$ cat config.mk
export PLATFORM = sky130hd
export DESIGN_NAME = apb_protocol_slave
export DESIGN_NICKNAME = d
export VERILOG_FILES = /design/src/rtl/apb_protocol_slave.sv
export SDC_FILE = /design/constraint.sdc
export NUM_CORES = 1
export LEC_CHECK = 0
export ABC_AREA = 0
export CAP_MARGIN = 20
export CORE_ASPECT_RATIO = 0.5
export CORE_MARGIN = 2
export CORE_UTILIZATION = 55
export DETAILED_ROUTE_END_ITERATION = 12
export GPL_ROUTABILITY_DRIVEN = 0
export PLACE_DENSITY = 0.76
export SLEW_MARGIN = 20
export SYNTH_ARGS = -nofsm -noshare
export SYNTH_HDL_FRONTEND = slang
export SYNTH_SLANG_ARGS = --single-unit
$ cat constraint.sdc
create_clock -name pclk -period 5.1 [get_ports pclk]
set_clock_uncertainty 0.15 [all_clocks]
set_input_delay 1.02 -clock pclk [delete_from_list [all_inputs] [get_ports pclk]]
set_output_delay 1.02 -clock pclk [all_outputs]
set_load 0.02 [all_outputs]
$ cat src/rtl/apb_protocol_slave.sv
// ---------------------------------------------------------------------------
// apb_protocol_slave
//   APB-style register slave. It holds NUM_REGS 8-bit registers at addresses
//   0..NUM_REGS-1. The top address is a read-only ID register. Every access
//   is stretched by WAIT_CYCLES wait states.
//
//   Transfer sequence as seen from this slave:
//     IDLE  --(psel & !penable)-->  SETUP   address/direction/data latched
//     SETUP --(psel &  penable)-->  ACCESS  wait counter loaded
//     ACCESS: pready once the counter reaches 0; a write commits on that edge
//
// Ports
//   pclk      in   clock, rising edge
//   presetn   in   asynchronous reset, active-high (1 = reset)
//   psel      in   slave select
//   penable   in   access-phase strobe
//   pwrite    in   1 = write, 0 = read
//   padd      in   [7:0] address
//   pwdata    in   [7:0] write data
//   prdata    out  [7:0] read data (0x00 outside reads)
//   pready    out  transfer completion
//   pslverr   out  transfer error, qualified by pready
// ---------------------------------------------------------------------------
module apb_protocol_slave #(
    parameter int         NUM_REGS    = 16,
    parameter int         WAIT_CYCLES = 1,
    parameter logic [7:0] ID_VALUE    = 8'hA5
) (
    input  logic       pclk,
    input  logic       presetn,
    input  logic       psel,
    input  logic       penable,
    input  logic       pwrite,
    input  logic [7:0] padd,
    input  logic [7:0] pwdata,
    output logic [7:0] prdata,
    output logic       pready,
    output logic       pslverr
);

    typedef enum logic [1:0] {
        IDLE   = 2'd0,
        SETUP  = 2'd1,
        ACCESS = 2'd2
    } state_t;

    state_t     r_state;
    state_t     w_next;
    logic [3:0] r_cnt;
    logic [7:0] r_addr;
    logic [7:0] r_wdata;
    logic       r_write;
    logic       r_err;
    logic [7:0] r_prdata;
    logic [7:0] r_regs [NUM_REGS-1];

    logic       w_ready;
    logic       w_setup_edge;
    logic       w_access_edge;
    logic       w_commit;
    logic       w_setup_err;
    logic [7:0] w_rd_val;

    // Completion is decoded purely from flops, so no input reaches pready.
    assign w_ready = (r_state == ACCESS) && (r_cnt == 4'd0);
    assign pready  = w_ready;
    assign pslverr = w_ready && r_err;
    assign prdata  = r_prdata;

    // Entering SETUP from IDLE or, back-to-back, from a completed ACCESS.
    assign w_setup_edge  = (w_next == SETUP) && (r_state != SETUP);
    assign w_access_edge = (r_state == SETUP) && (w_next == ACCESS);
    assign w_commit      = w_ready && psel && penable && r_write && !r_err;

    // Error is known at setup time: out of range, or a write to the ID register.
    assign w_setup_err = ({1'b0, padd} >= 9'(NUM_REGS)) ||
                         (pwrite && (padd == 8'(NUM_REGS-1)));

    // Read mux; out-of-range addresses fall through to 0x00.
    always_comb begin
        w_rd_val = 8'h00;
        for (int i = 0; i < NUM_REGS-1; i++) begin
            if (padd == 8'(i)) begin
                w_rd_val = r_regs[i];
            end
        end
        if (padd == 8'(NUM_REGS-1)) begin
            w_rd_val = ID_VALUE;
        end
    end

    always_comb begin
        w_next = r_state;
        case (r_state)
            IDLE: begin
                // penable without a setup cycle is ignored here.
                if (psel && !penable) begin
                    w_next = SETUP;
                end
            end
            SETUP: begin
                if (!psel) begin
                    w_next = IDLE;
                end else if (penable) begin
                    w_next = ACCESS;
                end
            end
            ACCESS: begin
                if (!psel || !penable) begin
                    // Before pready this is an abort; after it, a new setup
                    // may start straight away.
                    w_next = (w_ready && psel && !penable) ? SETUP : IDLE;
                end else if (w_ready) begin
                    w_next = IDLE;
                end
            end
            default: w_next = IDLE;
        endcase
    end

    always_ff @(posedge pclk or posedge presetn) begin
        if (presetn) begin
            r_state <= IDLE;
        end else begin
            r_state <= w_next;
        end
    end

    always_ff @(posedge pclk or posedge presetn) begin
        if (presetn) begin
            r_cnt    <= 4'd0;
            r_addr   <= 8'h00;
            r_wdata  <= 8'h00;
            r_write  <= 1'b0;
            r_err    <= 1'b0;
            r_prdata <= 8'h00;
        end else begin
            if (w_setup_edge) begin
                r_addr   <= padd;
                r_wdata  <= pwdata;
                r_write  <= pwrite;
                r_err    <= w_setup_err;
                r_prdata <= pwrite ? 8'h00 : w_rd_val;
            end else if (w_next == IDLE) begin
                r_prdata <= 8'h00;
            end

            if (w_access_edge) begin
                r_cnt <= 4'(WAIT_CYCLES);
            end else if ((r_state == ACCESS) && (w_next == ACCESS) && (r_cnt != 4'd0)) begin
                r_cnt <= r_cnt - 4'd1;
            end else if (w_next != ACCESS) begin
                r_cnt <= 4'd0;
            end
        end
    end

    // Writable registers; only a completing, error-free write touches them.
    always_ff @(posedge pclk or posedge presetn) begin
        if (presetn) begin
            for (int i = 0; i < NUM_REGS-1; i++) begin
                r_regs[i] <= 8'h00;
            end
        end else if (w_commit) begin
            for (int i = 0; i < NUM_REGS-1; i++) begin
                if (r_addr == 8'(i)) begin
                    r_regs[i] <= r_wdata;
                end
            end
        end
    end

endmodule

# Word-level counts from Yosys, hierarchy flattened
# Index checks and enable logic that the tools add are counted.
# word_totals
ff_bits,152
in_bits,21
out_inout_bits,10
wordCells,129
# op_classes
n_addsub,1
order_cmp,1
n_eq_ne,35
n_mux,29
reduce_logical,41
# op_table
operator,n
2-to-1 mux 8 bit,19
"== test 8 x 4 -> 1 bit, second input constant",15
"== test 8 x 3 -> 1 bit, second input constant",8
"== test 8 x 2 -> 1 bit, second input constant",4
AND reduction 2 bit,15
"== test 8 x 1 -> 1 bit, second input constant",2
zero test 8 bit,2
logical AND 1 bit,13
2-to-1 mux 4 bit,3
2-to-1 mux 2 bit,5
"greater-or-equal comparator 8 x 5 -> 1 bit, second input constant",1
one-hot mux 2 bit (3 select lines),1
"== test 2 x 1 -> 1 bit, second input constant",2
"== test 2 bit, second input constant",2
zero test 2 bit,2
zero test 4 bit,1
nonzero test 4 bit,1
"subtractor 4 x 1 -> 4 bit, second input constant",1
zero test 1 bit,3
nonzero test 3 bit,1
logical OR 1 bit,2
"inequality test 2 x 1 -> 1 bit, second input constant",1
"inequality test 2 bit, second input constant",1
nonzero test 2 bit,1
2-to-1 mux 1 bit,1

# Logic depth before layout (Yosys ltp)
# Gate-level depths: netlist of run 1.
# depth
depth_word,19
mapped_depth,9
mapped_depth_nobuf,7

# Worst setup path before layout of run 1
# OpenSTA, ideal clock, no wires.
# synth_timing
path_kind,input port to flip-flop
start,in penable
end,reg r_regs[16] (netlist bit)
setup_ns,0.125
arrival_ns,2.874
t_required_ns,4.825
slack_ns,1.951
cell_stages,6
path_buffers,1
path_cell_list,or4bb_1 -> nor4_2 -> or3b_1 -> buf_2 -> nor2_2 -> mux2_2
# synth_via
elab_chain_len,4
# synth_lines
item,line_no,text
from (decl),32,"input logic penable,"
logical AND 1 bit (3 in a row),73,assign w_commit = w_ready && psel && penable && r_write && !r_err;
AND reduction 2 bit (no source line),--,
"to (signal, indexed assignment)",167,r_regs[i] <= r_wdata;
to (decl),55,logic [7:0] r_regs [NUM_REGS-1];
# Every way passes these cells.
# A chain may end at the register's enable or synchronous reset.

# Final worst setup path of run 1
# layout_timing
start,in penable
end,reg r_regs[82] (netlist bit)
# Same word-level chain as after synthesis.

==> run summary, run 1 <==
Hold crit path type - flip-flop to flip-flop
Via count of the first global-routing pass - 5107
Final Setup Violations - 0
Worst slew margin - 29.36%
Worst reg2reg path depth - 7
Layout area overhead - 14.91%
Global-route wire length before repair - 28720 µm
Residual DRC - 0
Std-Cell Rows - 29
Largest net degree at the start of global routing - 153
Yosys top cell area share - 52.63%
DR vias - 5003
Die Y - 85.06 µm
First drt pass iteration count - 7
Max cap viols - 0
Global-route usage over all layers - 26.73%
WL/cell - 22.32 µm
Total wire length - 17470 µm
Max frequency - 0.2626 GHz
Post-route ant nets - 0
Cell taking the most area after synthesis - dfrtp_1
Max IR drop VDD - 234.8 µV
Crit-path max FO - 8
Die Area - 14130 µm²
Worst Setup End Kind - flip-flop
Least-Margin Pin Slew - 1.056 ns
Reg2reg start - r_cnt[0]
GRT overflow - 0
FFs w/ async S/R, synth - 100.0%
Yosys cell types - 60
Max Buffers Root-to-Sink - 2
Sequential share of the synthesized area - 52.63%
R2R Setup Slk - 1.72 ns
Fin util - 65.20%
Die width - 166.1 µm
Num CTS Buffers - 17
Synth top area cells - dfrtp_1, mux2_2, mux4_2
Worst-path clk slew - 0.06 ns
CP endpoint - r_regs[82]
Critical Path Source Type - primary input
CTS H-Tree Depth - 4
Initial antenna violation count - 0
Io pins - 31
Top FF cell, synth - dfrtp_1
Avg Cell Area, Syn - 12.46 µm²
Overall Power - 2795 µW
Fin area - 8304 µm²
Outcome - finished, final reports clean
Clk root buf - clkbuf_16
# clock sinks - 152
CP Data Arrival Time - 3.96 ns
Post-cts resize count - 0
Hold Buf Count CTS - 0
CTS tree - done
Vias per cell - 6.390
Detailed Place HPWL - 11120 µm
Postcts setup bufs - 0
Share of cells above drive strength 1 - 32.95%
Post-synthesis cell area - 7227 µm²
Initial Util - 56.74%
Period minus WS final - 3.808 ns
Clk Latency, worst-skew pair - 0.43 ns
Yosys reg bits - 152
Final Max Slew Viols - 0
RSZ-0062 raised after global routing - no
Fin. Hold Viols - 0
Antenna cells - 0
Post-Syn Instances - 580
Cell Area, Placed - 7685 µm²
Leak - 0.003812 µW
Final critical-path share of the clock period - 74.66%
# nets final - 623
Reg-to-reg endpoint - r_regs[82]
Cell area power density - 336.5 nW/µm²
CP Launch Point - penable
Mapped Nets - 603
CORE AREA - 12740 µm²
PortBufs - 30
Post-route setup TNS - 0 ns
Crit path kind - primary input to flip-flop
Synth warn - 0
1st-iter DRT viols - 478
Critical Path RT - 5.25 ns
Post-synth EDFFs - 0
worst min path at each step:
stage / start / slack (ns) / cells past startpoint / to
floorplan: r_regs[112] / 0.30 / 1 / r_regs[112]
global placement: r_regs[112] / 0.31 / 1 / r_regs[112]
detailed placement: r_regs[116] / 0.32 / 1 / r_regs[116]
CTS: r_regs[112] / 0.34 / 1 / r_regs[112]
global route: r_regs[115] / 0.36 / 1 / r_regs[115]
finish: r_regs[112] / 0.33 / 1 / r_regs[112]
logic make-up after synthesis:
| logic type | share of synthesized area, % |
|---|---|
| xor+xnor | 0.2424 |
| mux | 26.25 |
| compound gates | 9.228 |
| buf+inv | 2.753 |
| fa+ha+maj | 0.3462 |
| simple gates | 8.553 |
| flops | 52.63 |
synthesized netlist by cell type, drive strengths merged, types with 9 or more instances:
library cell,n
a22oi,10
inv,11
nor2,24
dfrtp,152
clkbuf,34
a21oi,18
o21ai,26
mux4,9
nand2b,9
mux2,146
nand2,34
power breakdown:
part | switching [µW] | leakage [µW] | total, µW | internal (µW)
clock | 493 | 0.000299 | 1320 | 828
combinational | 97.5 | 0.00143 | 163 | 65.6
sequential | 79.6 | 0.00208 | 1310 | 1230
total | 670 | 0.00381 | 2790 | 2120
metal layers:
| layer | wire (µm) | vias to the layer above | track usage, % |
|---|---|---|---|
| li1 | - | 2167 | - |
| met1 | 8092 | 2606 | 39.59 |
| met2 | 7685 | 206 | 39.61 |
| met3 | 1465 | 24 | 5.877 |
| met4 | 229 | 0 | 8.696 |
| met5 | 0 | - | 0 |
worst max-delay path: stages:
cell	delay (ns)
clkdlybuf4s50_1	0.59
or4bb_1	0.52
nor4_2	0.35
or3b_1	0.56
nor2_2	0.50
mux2_2	0.41
stage by stage:
stage	hold WS (ns)	instances	worst slack, ns
final	0.3306	783	1.292
after global routing	0.3570	783	1.115
after CTS	0.3377	783	1.330
after detailed placement	0.3241	751	0.9197
after global placement	0.3137	751	0.9809
after floorplan	0.3033	580	1.951
layout by cell type, fill, tap and decap left out, drive strengths merged, types with 3 or more instances in the layout:
cell,synthesis,final
dfrtp,152,152
mux2,146,146
nand2,34,34
clkdlybuf4s50,0,28
o21ai,26,26
nor2,24,24
clkbuf,34,19
a21oi,18,18
buf,7,14
inv,11,11
a22oi,10,10
nand2b,9,9
mux4,9,9
nand3,8,8
nor3,8,8
nor2b,5,5
mux2i,5,5
clkinv,0,5
a211oi,4,4
clkinvlp,0,4
bufinv,0,4
a2111oi,4,4
and3,3,3
nand3b,3,3
o221ai,3,3
nand4,3,3
o32ai,3,3
o211ai,3,3
o21a,3,3
nor4,3,3
flip-flops by register name (all words and copies together), names as in the netlist:
register,flops
r_regs,120
r_wdata,8
r_cnt,4
r_err,1
r_write,1
r_state,2
r_addr,8
prdata,8
cell type report:
type | instances | area [µm²]
clock buffers | 19 | 442.9
multi-input cells | 376 | 3231
clock inverters | 13 | 176.4
inverters | 11 | 45.04
well taps | 170 | 212.7
repair buffers | 42 | 392.9
flip-flops and latches | 152 | 3804
fillers | 936 | 4432
Power figures use the tool's default switching activity.
==> inputs of run 2 (changes only) <==
==> constraint.sdc (replaced) <==
create_clock -name pclk -period 3.15 [get_ports pclk]
set_clock_uncertainty 0.15 [all_clocks]
set_input_delay 0.63 -clock pclk [delete_from_list [all_inputs] [get_ports pclk]]
set_output_delay 0.63 -clock pclk [all_outputs]
set_load 0.02 [all_outputs]
==> run 2 against run 1 <==
Against the previous run:
- die area is the same
- core utilization rose by 2.3 points
- critical path depth rose by 1
- sequential power rose by 63%
- global-route usage is 0.47 points higher
- setup slack worse by 1.1 ns
- critical path type is now flip-flop to output port
- highest routed layer unchanged
==> run summary, run 2 (synthesized netlist as in run 1, its figures left out) <==
Power share of the combinational group - 6.4% (+0.6 points)
Dpl cells - 792 (+5.5%)
Crit path kind - flip-flop to output port
Max IR drop VDD - 412.8 µV (+76%)
Post-route setup TNS - 0 ns (unchanged)
Commonest non-fill, non-tap cell in the layout - dfrtp_1
Worst Setup End Kind - output port
Fillers - 882 (-5.8%)
Clock Power Share - 45.2% (-2.1 points)
Die Y - 85.06 µm (unchanged)
Overall Power - 4396 µW (+57%)
Via count of the first global-routing pass - 5261 (+3.0%)
Cell Area, Placed - 8018 µm² (+4.3%)
Crit-path max FO - 9 (+1)
Final Setup Violations - 0 (unchanged)
Highest metal used - met4
CORE AREA - 12740 µm² (unchanged)
Worst-path clk slew - 0.06 ns (about the same)
Io pins - 31 (unchanged)
Largest net degree at the start of global routing - 153 (unchanged)
Share of cells above drive strength 1 - 36.91% (+4.0 points)
Leak - 0.004022 µW (+5.5%)
DR vias - 5254 (+5.0%)
RSZ-0062 raised after global routing - no
Initial antenna violation count - 0 (unchanged)
Metal2 WL - 8247 µm (+7.3%)
PortBufs - 30 (unchanged)
Layout area overhead - 18.89%
WL/cell - 22.02 µm (-1.3%)
Critical Path RT - 2.37 ns (-2.88 ns)
Final critical-path share of the clock period - 94.18%
CTS tree - done
Place WS - -0.2903 ns (-1.210 ns)
Worst slew margin - 40.70% (+11 points)
Internal power - 3332 µW (+57%)
Num CTS Buffers - 17 (unchanged)
Switching Fraction - 24.21% (+0.24 points)
Detailed Place HPWL - 11860 µm (+6.7%)
Least-Margin Pin Slew - 0.8895 ns (-0.1668 ns)
First drt pass iteration count - 5 (-2)
Std-Cell Rows - 29 (unchanged)
Global-route usage over all layers - 27.20% (+0.47 points)
Outcome - finished, final reports clean
WL met3 - 1409 µm (-3.8%)
Global-route wire length before repair - 29150 µm (+1.5%)
Clk root buf - clkbuf_16
GRT overflow - 0 (unchanged)
Critical Path, Cell by Cell - inv_1, ha_1, or3b_1, buf_4, nor2_1, and2_1, dlygate4sd2_1
Max cap viols - 0 (unchanged)
Residual DRC - 0 (unchanged)
Seq pwr share - 48.4% (+1.5 points)
Max reg flops - 120 (unchanged)
Total wire length - 18120 µm (+3.7%)
Final std cells w/o fill - 823 (+5.1%)
Cell area power density - 511.7 nW/µm² (+52%)
Vias per cell - 6.384 (about the same)
Reg with most FFs - r_regs
Postcts setup bufs - 0 (unchanged)
NetSw - 1064 µW (+59%)
Max frequency - 0.3371 GHz
Slowest cell on crit path - or3b_1
PnR worst setup slack - 0.1832 ns (-1.109 ns)
CP peak stage delay - 0.39 ns (-0.20 ns)
Critical Path Source Type - flip-flop
Hold Buf Count CTS - 0 (unchanged)
Die Area - 14130 µm² (unchanged)
# nets final - 664 (+6.6%)
1st-iter DRT viols - 459 (-4.0%)
Fin. Hold Viols - 0 (unchanged)
M1 wire length - 8107 µm (+0.19%)
Most frequent cells in the layout - dfrtp_1, mux2_2, buf_4
Antenna cells - 0 (unchanged)
Die width - 166.1 µm (unchanged)
# clock sinks - 152 (unchanged)
Initial Util - 56.74% (unchanged)
Final Max Slew Viols - 0 (unchanged)
Hold crit path type - flip-flop to flip-flop
Period minus WS final - 2.967 ns
Max Buffers Root-to-Sink - 2 (unchanged)
Fin area - 8592 µm² (+3.5%)
CP Data Arrival Time - 2.19 ns (-1.77 ns)
CTS H-Tree Depth - 4 (unchanged)
Clk Latency, worst-skew pair - 0.42 ns (about the same)
Post-route ant nets - 0 (unchanged)
## run 2: changes by cell type in the layout (fill, tap and decap cells not counted), sizes merged
cell / change
buf: +41
clkdlybuf4s50: -2
clkbuf: +4
bufinv: -2
dlygate4sd2: +2
inv: -1
clkinvlp: -2
## run 2: final timing paths
check,to,slack [ns],cells after the start,start
setup reg to reg,r_regs[116],0.31,9,r_cnt[0]
setup / recovery,pslverr,0.18,7,r_cnt[0]
hold reg to reg,r_regs[114],0.34,1,r_regs[114]
hold / removal,r_regs[114],0.34,1,r_regs[114]
max in group asynchronous,r_regs[40],1.55,3,presetn
min in group asynchronous,r_regs[92],0.58,3,presetn
## run 2: power groups by stage
stage,clock network [µW],registers [µW],logic [µW]
2_1_floorplan,0,2060,221
3_3_place_gp,0,2150,270
3_5_place_dp,0,2160,277
4_1_cts,2000,2120,279
5_1_grt,2100,2140,305
6_report,1990,2130,280
## run 2: layout make-up
| type | instances | area (µm²) | area share [%] |
|---|---|---|---|
| clock buffers | 23 | 478.0 | 5.563 |
| clock inverters | 8 | 96.34 | 1.121 |
| inverters | 11 | 45.04 | 0.5242 |
| multi-input cells | 376 | 3233 | 37.63 |
| flip-flops and latches | 152 | 3804 | 44.27 |
| well taps | 170 | 212.7 | 2.476 |
| repair buffers | 83 | 723.2 | 8.417 |
## run 2: worst max-delay path: cells and delay by family (launching register included)
kind | cells | cell delay (ns)
DFF | 1 | 0.38
adders and majority gates | 1 | 0.14
and+or+nand+nor | 3 | 0.64
buffers and inverters | 3 | 0.62
## run 2: per-layer routing
metal | vias up | track usage, %
met5 | - | 0
met4 | 0 | 8.775
met3 | 42 | 6.063
met2 | 232 | 41.38
met1 | 2717 | 39.43
li1 | 2263 | -
## run 2: through the flow
stage	utilization, %	hold WS, ns
after detailed placement	62.95	0.3252
final	67.46	0.3360
after global placement	62.95	0.3191
after floorplan	-	0.3033
after CTS	67.44	0.3381
after global routing	67.46	0.3509
## run 2: repair_timing
item                       4_1_cts  5_1_grt
resized for setup                2        1
gates cloned                     0        0
setup endpoints to repair        2       32
pin swaps                        0        0
==> inputs of run 3 (changes only) <==
--- a/config.mk
+++ b/config.mk
@@ -13,6 +13,7 @@
 export DETAILED_ROUTE_END_ITERATION = 12
 export GPL_ROUTABILITY_DRIVEN = 0
 export PLACE_DENSITY = 0.76
+export REMOVE_ABC_BUFFERS = 1
 export SLEW_MARGIN = 20
 export SYNTH_ARGS = -nofsm -noshare
 export SYNTH_HDL_FRONTEND = slang
==> run 3 against run 2 <==
Against the previous run:
- largest power group unchanged
- register-to-register slack got worse by 0.19 ns
- power is 2.1% lower
- count of clock-buffer cells in the layout down 3
- critical path type is now primary input to flip-flop
- clock power shrank 5%
- global-route usage is 0.48 points lower
- sequential power is essentially flat
==> run summary, run 3 (synthesized netlist as in run 1, its figures left out) <==
Outcome - finished, final reports clean
Hold crit path type - flip-flop to flip-flop
Most frequent cells in the layout - dfrtp_1, mux2_2, buf_4
HP Start - r_regs[114]
Detailed Place HPWL - 11910 µm (+0.40%)
NetSw - 1110 µW (+4.3%)
Num CTS Buffers - 17 (unchanged)
Io pins - 31 (unchanged)
Cell area power density - 503.2 nW/µm² (-1.6%)
Vias per cell - 6.208 (-2.8%)
Final Setup Violations - 0 (unchanged)
PnR worst setup slack - 0.08763 ns (-0.09562 ns)
Leak - 0.003991 µW (-0.77%)
Most used cell, CP - buf_4
Power share of the combinational group - 6.5% (about the same)
CP peak stage delay - 0.51 ns (+0.12 ns)
Hold Buf Count CTS - 0 (unchanged)
Via count of the first global-routing pass - 5107 (-2.9%)
Critical Path RT - 3.31 ns (+0.94 ns)
Final std cells w/o fill - 823 (unchanged)
Initial antenna violation count - 0 (unchanged)
DR vias - 5109 (-2.8%)
GRT overflow - 0 (unchanged)
Global-route usage over all layers - 26.72% (-0.48 points)
R2R Setup Slk - 0.12 ns (-0.19 ns)
RSZ-0062 raised after global routing - no
Max frequency - 0.3265 GHz (-3.1%)
Max reg flops - 120 (unchanged)
Worst Setup End Kind - flip-flop
WL/cell - 21.71 µm (-1.4%)
Max Buffers Root-to-Sink - 2 (unchanged)
Worst-path clk slew - 0.06 ns (about the same)
1st-iter DRT viols - 499 (+8.7%)
Fin. Hold Viols - 0 (unchanged)
Layout area overhead - 18.30%
Commonest non-fill, non-tap cell in the layout - dfrtp_1
Max cap viols - 0 (unchanged)
CTS H-Tree Depth - 4 (unchanged)
CORE AREA - 12740 µm² (unchanged)
# nets final - 664 (unchanged)
Die Y - 85.06 µm (unchanged)
CP Data Arrival Time - 3.22 ns (+1.03 ns)
Slowest cell on crit path - or3b_1
Critical Path, Cell by Cell - clkdlybuf4s50_1, or4bb_1, nor4_2, buf_4, or3b_1, nor2_2, buf_4, mux2_2
Reg-to-reg endpoint - r_regs[50]
Crit-path max FO - 4 (-5)
Largest delay share family, worst path - simple AND/OR/NAND/NOR gates
WHS Endpoint - r_regs[114]
Worst slew margin - 52.94% (+12 points)
Crit path kind - primary input to flip-flop
Fin util - 67.13% (-0.33 points)
Reg2reg start - r_cnt[0]
Clock Power Share - 44.1% (-1.1 points)
Post-route ant nets - 0 (unchanged)
Hold path cells - 1 (unchanged)
Seq pwr share - 49.4% (+1.0 points)
Die width - 166.1 µm (unchanged)
Worst hold margin - 0.3436 ns (+0.007569 ns)
Final critical-path share of the clock period - 97.22% (+3.0 points)
Worst reg2reg path depth - 9 (unchanged)
Switching Fraction - 25.81% (+1.6 points)
Period minus WS final - 3.062 ns (+0.09562 ns)
Largest net degree at the start of global routing - 53 (-65%)
Max IR drop VDD - 409.5 µV (-0.80%)
Final Max Slew Viols - 0 (unchanged)
WP buf/inv - 3 (unchanged)
First drt pass iteration count - 5 (unchanged)
Internal power - 3192 µW (-4.2%)
Die Area - 14130 µm² (unchanged)
Dpl cells - 792 (unchanged)
CTS tree - done
Initial Util - 56.74% (unchanged)
Critical Path Source Type - primary input
CP Launch Point - penable
Clk Latency, worst-skew pair - 0.43 ns (about the same)
Place WS - -0.2860 ns (+0.004273 ns)
# clock sinks - 152 (unchanged)
Fillers - 944 (+7.0%)
Residual DRC - 0 (unchanged)
Share of cells above drive strength 1 - 36.91% (unchanged)
Reg with most FFs - r_regs
Global-route wire length before repair - 28550 µm (-2.1%)
Storage cell area - 3804 µm² (unchanged)
Multi-input combinational cell area - 3237 µm² (+0.12%)
Total wire length - 17870 µm (-1.4%)
Least-Margin Pin Slew - 0.6881 ns (-0.2014 ns)
PortBufs - 30 (unchanged)
Antenna cells - 0 (unchanged)
Clk root buf - clkbuf_16
Std-Cell Rows - 29 (unchanged)
Overall Power - 4302 µW (-2.1%)
==> run 3: power groups by stage <==
stage / clock, µW / sequential, µW / combinational, µW
after floorplan: 0 / 2090 / 145
after global placement: 0 / 2150 / 271
after detailed placement: 0 / 2150 / 275
after CTS: 1920 / 2120 / 279
after global routing: 2000 / 2130 / 305
final: 1900 / 2120 / 280
==> run 3: layout make-up <==
| type | count | share of cell area (%) |
|---|---|---|
| multi-input combinational | 376 | 37.86 |
| tap | 170 | 2.488 |
| sequential | 152 | 44.49 |
| timing repair buffer | 83 | 8.327 |
| inverter | 11 | 0.5415 |
| clock buffer | 20 | 5.108 |
| clock inverter | 11 | 1.185 |
==> run 3: stage by stage <==
stage               setup TNS, ns  instance area (µm²)
finish                          0                 8549
global route                    0                 8549
CTS                             0                 8548
detailed placement         -10.23                 8013
global placement           -11.17                 8013
floorplan                 -301.14                 7069
==> run 3: metal layers <==
metal | track usage [%] | routed length, µm | vias to the layer above
li1 | - | - | 2252
met1 | 38.22 | 8248 | 2584
met2 | 39.61 | 7781 | 235
met3 | 7.276 | 1458 | 38
met4 | 9.802 | 382 | 0
met5 | 0 | 0 | -
==> run 3: timing repair <==
| item | 4_1_cts | 5_1_grt |
|---|---|---|
| buffers inserted | 0 | 0 |
| hold endpoints to repair | 0 | 0 |
| endpoints found under the setup margin | 2 | 1 |
| gates resized for setup | 2 | 1 |
==> run 3: worst max-delay path by stage <==
stage	slack, ns	cells past startpoint	endpoint
3_3_place_gp	-0.27	8	r_regs[114]
4_1_cts	0.12	7	pslverr
6_report	0.09	8	r_regs[50]
2_1_floorplan	-2.21	7	prdata[4]
3_5_place_dp	-0.29	8	r_regs[113]
5_1_grt	0.03	7	pslverr
==> patch (settings of run 1) <==
Re-encode `state_t` (3 states) as one-hot, 3 bits wide.
--- a/src/rtl/apb_protocol_slave.sv
+++ b/src/rtl/apb_protocol_slave.sv
@@ -39,8 +39,8 @@
 );
 
-    typedef enum logic [1:0] {
-        IDLE   = 2'd0,
-        SETUP  = 2'd1,
-        ACCESS = 2'd2
+    typedef enum logic [2:0] {
+        IDLE   = 3'b001,
+        SETUP  = 3'b010,
+        ACCESS = 3'b100
     } state_t;
 
Formal check against the unedited RTL: no difference found for any inputs over 4 cycles, from zero or initial values and one cycle with presetn high; so few cycles prove little.
==> patch against run 1 <==
The flow now finishes with violations (design-rule violations). Total power up 0.66%. Area after synthesis up 1.6%. Cell count up 2.7%. Hold slack better by 0.0075 ns. Synthesized cell count up 2.6%. Worst setup slack worse by 0.13 ns. Critical path depth unchanged. Sequential cell count up 1. Register-to-register slack worse by 0.10 ns. Design area up 1.7%. Sequential share of layout area down 0.47 points. Wire length up 5.1%. Critical endpoint is now r_regs[115]$_DFFE_PP0P_. Largest cell class unchanged.
==> patch: results (changes against run 1) <==
status complete, but fails checks; Cell variety after synth 66 (+10%); final worst path period share 0.771 (+0.0246); DR pass1 iterations 9 (+2); arrival time at the worst endpoint 4.09 ns (+0.13 ns); DRT iter0 DRCs 456 (-4.6%); drt drc 1 (+1); Area Overhead vs Synth 15.1%; maximum vdd drop 0.210 mV (-10%); Cell Area, Placed 0.00784 mm² (+2.1%); Post-Syn Instances 595 (+2.6%); share of layout cells above drive strength 1 0.326 (-0.00303); met3 global-route usage 0.0817 (+0.0229); ClkCell Share 0.0715 (-0.00305); met1 WL 8.23 mm (+1.7%); vias per inst 6.45 (+0.99%); failing checks design-rule violations; sequential-to-total area share from yosys stat 0.522 (-0.00467); multi-input combinational area share 0.396 (+0.00730); Placed Cells 773 (+2.9%); dpl ws 0.767 ns (-0.153 ns); Final Hold Slack 0.338 ns (+0.00747 ns); first-pass GRT wire length 29.5 mm (+2.9%); filler instances 934 (-0.21%); Final HPWL DP 11.7 mm (+5.2%); vias in the first global route 5200 (+1.8%); Final nets 645 (+3.5%); Data buffer area share 0.0483 (+0.000971); area of the multi-input gates 0.00335 mm² (+3.6%); Post-Route Utilization 0.658 (+0.00568)
## patch: cell count changes in the layout (fill, tap and decap cells not counted), moves of 5 or more
cell	before	now
o211ai_1	3	8
mux2_1	8	1
nor2_1	21	31
a22oi_1	10	5
o21ai_0	26	21
o22ai_1	0	9
mux2i_1	5	11
a21oi_1	18	10
## patch: cells by family after synthesis
kind of cell             synth area share
adder cells (fa/ha/maj)           0.00341
flip-flops                          0.522
XOR/XNOR                          0.00477
AND/OR/NAND/NOR                     0.107
multiplexers                        0.251
AO/OA/AOI/OAI                      0.0879
buffers and inverters              0.0245
## patch: where the power goes
part | leakage (nW) | switching [mW] | internal, mW | total, mW
registers | 2.09 | 0.0963 | 1.25 | 1.34
clock network | 0.286 | 0.502 | 0.795 | 1.30
logic | 1.43 | 0.104 | 0.0709 | 0.175
total | 3.81 | 0.702 | 2.11 | 2.81
